$ cat src/rtl/gates_pkg.sv
// gates_pkg: shared FSM state type and truth-table constants for the gate library.
// Truth tables are indexed by {a,b}: bit i is the expected y for input vector i.
package gates_pkg;

    typedef enum logic [1:0] {
        TT_IDLE   = 2'd0,
        TT_SETTLE = 2'd1,
        TT_SAMPLE = 2'd2,
        TT_DONE   = 2'd3
    } tt_state_t;

    localparam logic [3:0] TT_AND  = 4'b1000;
    localparam logic [3:0] TT_OR   = 4'b1110;
    localparam logic [3:0] TT_XOR  = 4'b0110;
    localparam logic [3:0] TT_XNOR = 4'b1001;
    localparam logic [3:0] TT_NAND = 4'b0111;
    localparam logic [3:0] TT_NOR  = 4'b0001;

endpackage

$ cat src/rtl/gate_tt_sequencer.sv
// gate_tt_sequencer: drives vectors 00,01,10,11 onto a 2-input gate and checks y against EXPECTED.
// Ports: clk/rst (sync, active-high); start begins a run from IDLE; y_in is the gate output;
// a_out/b_out drive the gate; busy covers SETTLE/SAMPLE; done pulses once per run;
// pass/fail_mask hold the last run's result; vec_idx is the vector currently applied.
module gate_tt_sequencer
    import gates_pkg::*;
#(
    parameter logic [3:0] EXPECTED      = TT_XNOR,
    parameter int         SETTLE_CYCLES = 2
) (
    input  logic       clk,
    input  logic       rst,
    input  logic       start,
    input  logic       y_in,
    output logic       a_out,
    output logic       b_out,
    output logic       busy,
    output logic       done,
    output logic       pass,
    output logic [3:0] fail_mask,
    output logic [1:0] vec_idx
);

    localparam int CW = $clog2(SETTLE_CYCLES + 1);
    localparam logic [CW-1:0] CNT_LAST = CW'(SETTLE_CYCLES - 1);

    tt_state_t     state_q, state_d;
    logic [1:0]    vec_idx_q, vec_idx_d;
    logic [CW-1:0] settle_cnt_q, settle_cnt_d;
    logic [3:0]    fail_mask_q, fail_mask_d;
    logic          pass_q, pass_d;

    always_comb begin
        state_d      = state_q;
        vec_idx_d    = vec_idx_q;
        settle_cnt_d = settle_cnt_q;
        fail_mask_d  = fail_mask_q;
        pass_d       = pass_q;
        case (state_q)
            TT_IDLE: begin
                if (start) begin
                    state_d      = TT_SETTLE;
                    vec_idx_d    = 2'd0;
                    settle_cnt_d = '0;
                    fail_mask_d  = 4'd0;
                    pass_d       = 1'b0;
                end
            end
            TT_SETTLE: begin
                settle_cnt_d = settle_cnt_q + CW'(1);
                if (settle_cnt_q == CNT_LAST) state_d = TT_SAMPLE;
            end
            TT_SAMPLE: begin
                fail_mask_d[vec_idx_q] = y_in != EXPECTED[vec_idx_q];
                if (vec_idx_q == 2'd3) begin
                    // pass is latched here so it already reflects the final sample in the done cycle
                    state_d = TT_DONE;
                    pass_d  = fail_mask_d == 4'd0;
                end else begin
                    state_d      = TT_SETTLE;
                    vec_idx_d    = vec_idx_q + 2'd1;
                    settle_cnt_d = '0;
                end
            end
            TT_DONE: begin
                state_d   = TT_IDLE;
                vec_idx_d = 2'd0;
            end
            default: state_d = TT_IDLE;
        endcase
    end

    always_ff @(posedge clk) begin
        if (rst) begin
            state_q      <= TT_IDLE;
            vec_idx_q    <= 2'd0;
            settle_cnt_q <= '0;
            fail_mask_q  <= 4'd0;
            pass_q       <= 1'b0;
        end else begin
            state_q      <= state_d;
            vec_idx_q    <= vec_idx_d;
            settle_cnt_q <= settle_cnt_d;
            fail_mask_q  <= fail_mask_d;
            pass_q       <= pass_d;
        end
    end

    assign a_out     = vec_idx_q[1];
    assign b_out     = vec_idx_q[0];
    assign vec_idx   = vec_idx_q;
    assign busy      = state_q == TT_SETTLE || state_q == TT_SAMPLE;
    assign done      = state_q == TT_DONE;
    assign pass      = pass_q;
    assign fail_mask = fail_mask_q;

endmodule

$ cat config.mk
export PLATFORM = sky130hd
export DESIGN_NAME = gate_tt_sequencer
export DESIGN_NICKNAME = d
export VERILOG_FILES = /design/src/rtl/gates_pkg.sv /design/src/rtl/gate_tt_sequencer.sv
export SDC_FILE = /design/constraint.sdc
export NUM_CORES = 1
export LEC_CHECK = 0
export ABC_AREA = 0
export CORE_MARGIN = 2
export CORE_UTILIZATION = 48
export DETAILED_ROUTE_END_ITERATION = 10
export GPL_ROUTABILITY_DRIVEN = 0
export GPL_TIMING_DRIVEN = 1
export PLACE_DENSITY_LB_ADDON = 0.05
export SLEW_MARGIN = 0
export SYNTH_ARGS = -nofsm -noshare
export SYNTH_HDL_FRONTEND = slang
export SYNTH_SLANG_ARGS = --single-unit
$ cat constraint.sdc
create_clock -name clk -period 2.3 [get_ports clk]
set_clock_uncertainty 0.15 [all_clocks]
set_input_delay 0.345 -clock clk [delete_from_list [all_inputs] [get_ports clk]]
set_output_delay 0.345 -clock clk [all_outputs]
set_load 0.01 [all_outputs]
=== Word-level counts from Yosys, hierarchy flattened ===
Cells that the tools add are included.
W data, S select, Z words.

* Word-level logic and storage cells: 50
* Bits in registers: 11
* Input bits: 4

* Add/subtract/negate cells: 2
* Reductions and logical operators: 12
* Magnitude comparators: 2
* Multiplexer cells: 19
* Equal/unequal tests: 10

{| class="wikitable"
|+ Operators with widths
! operator !! number
|-
| $mux W2 || 6
|-
| $pmux W2 S3 || 2
|-
| $reduce_and A3 Y1 || 3
|-
| $ne A2 B2 Y1 const B || 4
|-
| $pmux W2 S4 || 1
|-
| $pmux W4 S2 || 1
|-
| $eq A2 B2 Y1 const B || 3
|-
| $reduce_bool A3 Y1 || 2
|-
| $add A2 B1 Y2 const B || 2
|-
| $bwmux W4 || 1
|-
| $eq A2 B1 Y1 const B || 2
|-
| $logic_not A4 Y1 || 1
|-
| $mux W1 || 4
|-
| $mux W4 || 1
|-
| $reduce_and A2 Y1 || 2
|-
| $lt A2 B3 Y1 const B || 1
|-
| $bmux W1 S2 || 1
|-
| $demux W1 S2 || 1
|-
| $ge A2 B1 Y1 const B || 1
|-
| $logic_not A2 Y1 || 1
|-
| $pmux W1 S2 || 1
|-
| $reduce_bool A2 Y1 || 1
|-
| $logic_and A1 B1 Y1 || 1
|-
| $logic_or A1 B1 Y1 || 1
|-
| $ne A1 B1 Y1 || 1
|}

=== Logic depth before layout (Yosys ltp) ===
* Depth in word-level cells: 8
* Gate-level depth with buffers: 6

=== Worst setup path before layout ===
OpenSTA, ideal clock, no wires.

* Path type: reg-to-reg
* Start point: register vec_idx_q[1] (netlist: vec_idx[1])
* End point: register fail_mask_q[3] (netlist: fail_mask[3])
* Buffers on the path: 0
* Required time: 2.091 ns
* Arrival: 1.491 ns
* Period minus slack after synthesis: 1.700 ns
* Setup slack: 0.600 ns
* Stages on the path, launching flop included: 6
* Cells stage by stage: dfxtp_1 -> inv_1 -> ha_1 -> xor2_1 -> nor3_1 -> a22o_1

* Cells in the longest elaborated chain, start to end: 6
* Elaborated cells on any way between the ends: 10
* Those cells by class: order compare (2); eq/ne (1); mux (6); reduce/logical (1)

{| class="wikitable"
|+ RTL lines
! element !! line !! text
|-
| from (decl) || gate_tt_sequencer.sv:28 || <nowiki>logic [1:0] vec_idx_q, vec_idx_d;</nowiki>
|-
| from (signal assigned) || gate_tt_sequencer.sv:82 || <nowiki>vec_idx_q <= vec_idx_d;</nowiki>
|-
| $lt A2 B3 Y1 (implied by the code) or $ge A2 B1 Y1 (tied branches) || gate_tt_sequencer.sv:54 || <nowiki>fail_mask_d[vec_idx_q] = y_in != EXPECTED[vec_idx_q];</nowiki>
|-
| $logic_and A1 B1 Y1 (implied by the code) || gate_tt_sequencer.sv:54 ||
|-
| $mux W1 (implied by the code) || gate_tt_sequencer.sv:54 ||
|-
| $demux W1 S2 || gate_tt_sequencer.sv:54 ||
|-
| $bwmux W4 * || gate_tt_sequencer.sv:54 ||
|-
| $pmux W4 S2 * || gate_tt_sequencer.sv:39 || <nowiki>case (state_q)</nowiki>
|-
| to (signal assigned) || gate_tt_sequencer.sv:84 || <nowiki>fail_mask_q <= fail_mask_d;</nowiki>
|-
| to (decl) || gate_tt_sequencer.sv:30 || <nowiki>logic [3:0] fail_mask_q, fail_mask_d;</nowiki>
|}

Mark *: on every way between the ends. The rest lies on a longest branch, timed or not. The select of a mux whose other input is x is not followed.
A chain may end at the register's enable or synchronous reset.

=== Worst setup path after layout ===
* Start point: register state_q[0]
* End point: output busy

* Cells in the longest elaborated chain, start to end: 2
* Elaborated cells on any way between the ends: 3
* Those cells by class: eq/ne (2); reduce/logical (1)

{| class="wikitable"
|+ RTL lines
! element !! line !! text
|-
| from (decl) || gate_tt_sequencer.sv:27 || <nowiki>tt_state_t state_q, state_d;</nowiki>
|-
| from (signal assigned) || gate_tt_sequencer.sv:81 || <nowiki>state_q <= state_d;</nowiki>
|-
| $eq A2 B1 Y1 or $eq A2 B2 Y1 (tied branches) || gate_tt_sequencer.sv:92 || <nowiki>assign busy = state_q == TT_SETTLE || state_q == TT_SAMPLE;</nowiki>
|-
| $logic_or A1 B1 Y1 * || gate_tt_sequencer.sv:92 ||
|-
| to (decl) || gate_tt_sequencer.sv:17 || <nowiki>output logic busy,</nowiki>
|}

Mark *: on every way between the ends. The rest lies on a longest branch, timed or not.

==> out/results.txt <==
Power share of the clock group -> 18.4%
I/O Buffers -> 14
Detailed Route Iter0 Violations -> 13
P&R area growth vs syn -> 24.05%
Finished Layout Cells -> 102
Final Hold Fails -> 0
Post-DP Area -> 832.0 µm²
DR DRC count -> 0
Hold WC Path Type -> flip-flop to flip-flop
Mapped Cells -> 72
Antenna viol nets, final -> 0
H-tree levels -> 1
Seq/Total Area, Yosys -> 31.83%
R2r startpoint -> vec_idx[0]
Core footprint -> 1318 µm²
Cell Rows -> 13
Finished Cell Area -> 858.3 µm²
Pre-antenna DRT Iters -> 3
Critical path class -> flip-flop to primary output
Crit. Startpoint -> state_q[0]
Cell leakage power -> 0.3193 nW
Clock latency on the worst-skew pair -> 0.28 ns
Layout cells sized above 1 -> 9.195%
Tcrit/Tclk final -> 91.31%
Pwr Density -> 881.9 nW/µm²
Syn_area_per_cell -> 9.610 µm²
Worst Tran Pin Value -> 0.4704 ns
Max-Slew Margin vs Limit -> 68.40%
Top Ports -> 15
Initial antenna violation count -> 0
Ys flop type -> dfxtp_1
FF+latch count, synth -> 11
Fin crit period -> 2.100 ns
CTS tree -> done
Chip width -> 41.97 µm
Worst Path Required -> 1.80 ns
Sequential share of power -> 32.7%
Delay-heaviest family, CP -> buffers and inverters
CTS clk-pin slew, worst paths -> 0.07 ns
Post-synth cell types -> 30
CTS buffer count -> 3
Post-cts resize count -> 0
First-pass GRT wire length -> 2270 µm
Critical path arrival -> 1.61 ns
Global Route Usage Sum -> 16.98%
Placed Instances -> 98
Yosys warns -> 0
CP Cell Sequence -> inv_1, ha_1, clkdlybuf4s50_1
Number of global-route vias before repair -> 543
Post-CTS setup buffer count -> 0
Critical path's largest stage delay -> 0.53 ns
Most frequent cells in the layout -> 14 x clkdlybuf4s50_1, 11 x dfxtp_1, 10 x ha_1, 8 x inv_1, 5 x nand2b_1
Routed WL -> 1386 µm
Largest net degree at the start of global routing -> 11
P_sw -> 0.2887 mW
Worst Path Max Fanout -> 5
Hold path startpoint -> pass
Wire length per cell -> 13.59 µm
DIE AREA -> 1761 µm²
Sw Share -> 38.14%
Ant diodes -> 0
Status -> completed
CTS root buf -> clkbuf_4
Filler Cells Inserted -> 124
Layout net count -> 102
CP max-delay cell -> clkdlybuf4s50_1
Vias -> 576
Int Power -> 0.4683 mW
Clk buf depth -> 2
WP buf/inv -> 2
Initial Util -> 52.52%
Max-cap viol count -> 0
Fmax -> 476.2 MHz
Clk sinks -> 11
CTS Hold Buffers Added -> 0
Most common cell after layout, fill and taps aside -> clkdlybuf4s50_1
Post-synth EDFFs -> 0
Die height -> 41.97 µm
Crit path launch type -> flip-flop
Syn_nets -> 86
RSZ-0062 raised after global routing -> no
Max rail drop VDD -> 0.0006873 V
Global route overflow -> 0
Ys async rst share -> 0%
WHS -> 0.3201 ns
Critical Path End Type -> primary output
TNS Setup -> 0 ns
Netlist Area Pre-Place -> 691.9 µm²
Dpl hpwl -> 1024 µm
Total power -> 0.7570 mW
Slew Viols, Final -> 0
Final setup violation count -> 0
Comb power frac -> 48.9%
Vias per cell -> 5.647
final timing paths:
path	to	slack, ns	depth (start not counted)
setup / recovery	busy	0.20	3
hold / removal	pass	0.32	1
setup reg to reg	fail_mask[3]	0.44	5
hold reg to reg	pass	0.32	1
flip-flops by register name, summed over array words and instances, names as in the netlist:
register	count
vec_idx	2
pass	1
fail_mask	4
settle_cnt_q	2
state_q	2
synth_stat cells (2+ instances only):
master / number / area [µm²]
a21oi_1: 2 / 10.01
a32o_1: 3 / 30.03
buf_4: 2 / 15.01
dfxtp_1: 11 / 220.2
ha_1: 10 / 125.1
inv_1: 8 / 30.03
mux2_2: 2 / 22.52
nand2_1: 2 / 7.510
nand2b_1: 5 / 31.28
nand3b_1: 2 / 15.01
nor3_1: 2 / 10.01
o21ai_0: 3 / 15.01
o311ai_0: 2 / 17.52
o41ai_1: 2 / 17.52
worst register-to-register path, delay by kind of cell (launching register included):
family	cells	cell delay, ns
DFF	1	0.44
and+or+nand+nor	1	0.42
adders and majority gates	1	0.30
AOI/OAI and AO/OA	1	0.22
xor gates and xnor gates	1	0.18
buffers and inverters	1	0.09
layout make-up:
cell class	count	area, µm²	share of cell area [%]
multi-input combinational	49	419.2	48.83
sequential	11	220.2	25.66
timing repair buffer	14	140.1	16.33
inverter	9	33.78	3.936
clock buffer	4	26.28	3.061
tap	15	18.77	2.187
cell families after synthesis:
logic type	after synthesis	share of synthesized area [%]
AOI/OAI and AO/OA	20	22.97
xor gates and xnor gates	1	1.266
DFF	11	31.83
and+or+nand+nor	16	15.01
buffers and inverters	12	7.593
adders and majority gates	10	18.08
muxes	2	3.255
routing by layer:
metal	routed length [µm]	GRT usage, %
met5	0	0
met4	31	7.742
met3	51	5.652
met2	580	25.00
met1	722	22.22
power groups by stage:
stage          clock network [mW]  registers (mW)  logic [mW]
4_1_cts                     0.141           0.248       0.371
3_5_place_dp                    0           0.251       0.370
2_1_floorplan                   0           0.247       0.269
6_report                    0.139           0.247       0.370
5_1_grt                     0.151           0.253       0.413
3_3_place_gp                    0           0.251       0.367
through the flow:
step           setup WS, ns  util (%)
4_1_cts              0.1887     65.15
3_5_place_dp         0.4344     63.15
6_report             0.2000     65.15
2_1_floorplan        0.6001         -
3_3_place_gp         0.4449     63.15
5_1_grt              0.1166     65.15
Note: power is estimated with default switching activity, not from simulation.
==> RTL change (same flow settings) <==
`SETTLE_CYCLES`: 2 -> 1.
--- a/src/rtl/gate_tt_sequencer.sv
+++ b/src/rtl/gate_tt_sequencer.sv
@@ -6,7 +6,7 @@
     import gates_pkg::*;
 #(
     parameter logic [3:0] EXPECTED      = TT_XNOR,
-    parameter int         SETTLE_CYCLES = 2
+    parameter int         SETTLE_CYCLES = 1
 ) (
     input  logic       clk,
     input  logic       rst,
Check against the original RTL: not equivalent (Yosys sat finds a counterexample within 4 cycles, from zero or initial values and one cycle with rst high).
==> RTL change against the unedited design <==
  * Synthesized cell count is 4.2% higher
  * First-iteration DRC count is 38% lower
  * Routed wire length is 5.2% lower
  * Sequential cell count fell by 1
  * Setup slack got worse by 0.013 ns
  * Final area is 0.73% lower
  * Area after synthesis decreased by 1.8%
  * Largest cell class unchanged
Power is not compared: it rests on default switching activity, and its combinational part moved more than twofold at a synthesized area within 25%.
==> RTL change: results (changes against the unedited design) <==
status: "finished clean"
grt_start_max_net_pins: 13  # +2
grtUsageMet3_pct: 8.26  # +2.6 points
drt_iter0_drc: 8  # -5
post_drt_wl_per_cell_um: 12.6  # -7.0%
syn_area_per_cell_um2: 9.06  # -5.7%
track_usage_pct: 16.6  # -0.36 points
use_met1_pct: 23.1  # +0.90 points
p_leak_nw: 0.348
ys_seq_area_share_pct: 29.5  # -2.4 points
grt_pass1_vias: 494  # -9.0%
wirelength_um: 1310  # -5.2%
yosysUniqueCellTypes: 27  # -10%
syn-num-nets: 89  # +3.5%
first_pass_iters: 4  # +1
crit_fanout: 6  # +1
root_buffer: "clkbuf_4"
dp.final_hpwl_um: 984  # -3.9%
drive_above_1_share_pct: 10.1  # +0.92 points
grt_pass1_wl_um: 2210  # -2.7%
rr_startpoint: "state_q[0]$_SDFFE_PP0P_"
synthTopCellsByArea: "dfxtp_1 (29%), ha_1 (18%), a21oi_1 (7.4%)"
worstSetupEndpoint: "busy"
cap_violations: 0  # unchanged
dpl.cell_count: 100  # +2.0%
synthFlopType: "dfxtp_1"
r2r-end: "pass$_SDFFE_PP0P_"
via_per_inst: 5.51  # -2.4%
fillers: 117  # -5.6%
use_met2_pct: 23.8  # -1.3 points
max_slew_margin_pct: 70.5  # +2.1 points
netlist_top_cells_count: "a21oi_1 (10), dfxtp_1 (10), ha_1 (10), inv_1 (6)"
synthArstFlopShare_pct: 0  # unchanged
==> RTL change: cell types whose count changed after synthesis, moves of 3 or more <==
cell      before  now
a21oi_1        2   10
a32o_1         3    0
buf_2          0    3
nand2b_1       5    1
nand4_1        0    3
nand4b_1       0    4
o21ai_0        3    0
o31ai_1        0    3
==> RTL change: logic make-up (layout without fill, tap and decap cells) <==
logic type / count (synthesis) / in the layout / synth area share (%)
AO/OA/AOI/OAI: 22 / 22 / 22.3
AND/OR/NAND/NOR: 19 / 19 / 17.1
buffers and inverters: 11 / 25 / 7.73
adder cells (fa/ha/maj): 10 / 10 / 18.4
flip-flops: 10 / 10 / 29.5
multiplexers: 2 / 2 / 3.68
XOR/XNOR: 1 / 1 / 1.29
==> RTL change: metal layers <==
layer  part of all wire [%]  up-vias
met3                    5.4        2
met4                   0.76        0
li1                       -      301
met1                     52      256
met5                      0        -
met2                     42       14
==> RTL change: power by group <==
| group | internal (mW) | switching, mW |
|---|---|---|
| registers | 0.186 | 0.0144 |
| logic | 0.0728 | 0.0888 |
| clock network | 0.0962 | 0.0656 |
| total | 0.355 | 0.169 |
==> RTL change: stage by stage <==
step / hold WS, ns / instance area, um2 / setup WS (ns)
floorplan: 0.306 / 679 / 0.559
global placement: 0.311 / 816 / 0.370
detailed placement: 0.321 / 816 / 0.313
CTS: 0.331 / 852 / 0.170
global route: 0.349 / 852 / 0.0762
finish: 0.324 / 852 / 0.187
==> RTL change: cell type report <==
class / instances / area, um2 / area share (%)
Inverter: 6 / 22.5 / 2.64
Tap cell: 15 / 18.8 / 2.20
Multi-Input combinational cell: 54 / 427 / 50.1
Clock buffer: 4 / 36.3 / 4.26
Sequential cell: 10 / 200 / 23.5
Timing Repair Buffer: 15 / 148 / 17.3
==> RTL change: worst min-delay path by stage <==
stage / from / end / slack [ns] / cells after the start
final: fail_mask[0]$_SDFFE_PP0P_ / fail_mask[0]$_SDFFE_PP0P_ / 0.32 / 2
after global routing: fail_mask[0]$_SDFFE_PP0P_ / fail_mask[0]$_SDFFE_PP0P_ / 0.35 / 2
after CTS: fail_mask[0]$_SDFFE_PP0P_ / fail_mask[0]$_SDFFE_PP0P_ / 0.33 / 2
after detailed placement: fail_mask[0]$_SDFFE_PP0P_ / fail_mask[0]$_SDFFE_PP0P_ / 0.32 / 2
after global placement: fail_mask[0]$_SDFFE_PP0P_ / fail_mask[0]$_SDFFE_PP0P_ / 0.31 / 2
after floorplan: settle_cnt_q$_SDFFE_PP0P_ / settle_cnt_q$_SDFFE_PP0P_ / 0.31 / 2
==> RTL change: critical path, cell delays in order (launching register included) <==
cell and delay [ns]:
dfxtp_1 0.43, inv_1 0.11, ha_1 0.28, clkdlybuf4s50_1 0.53
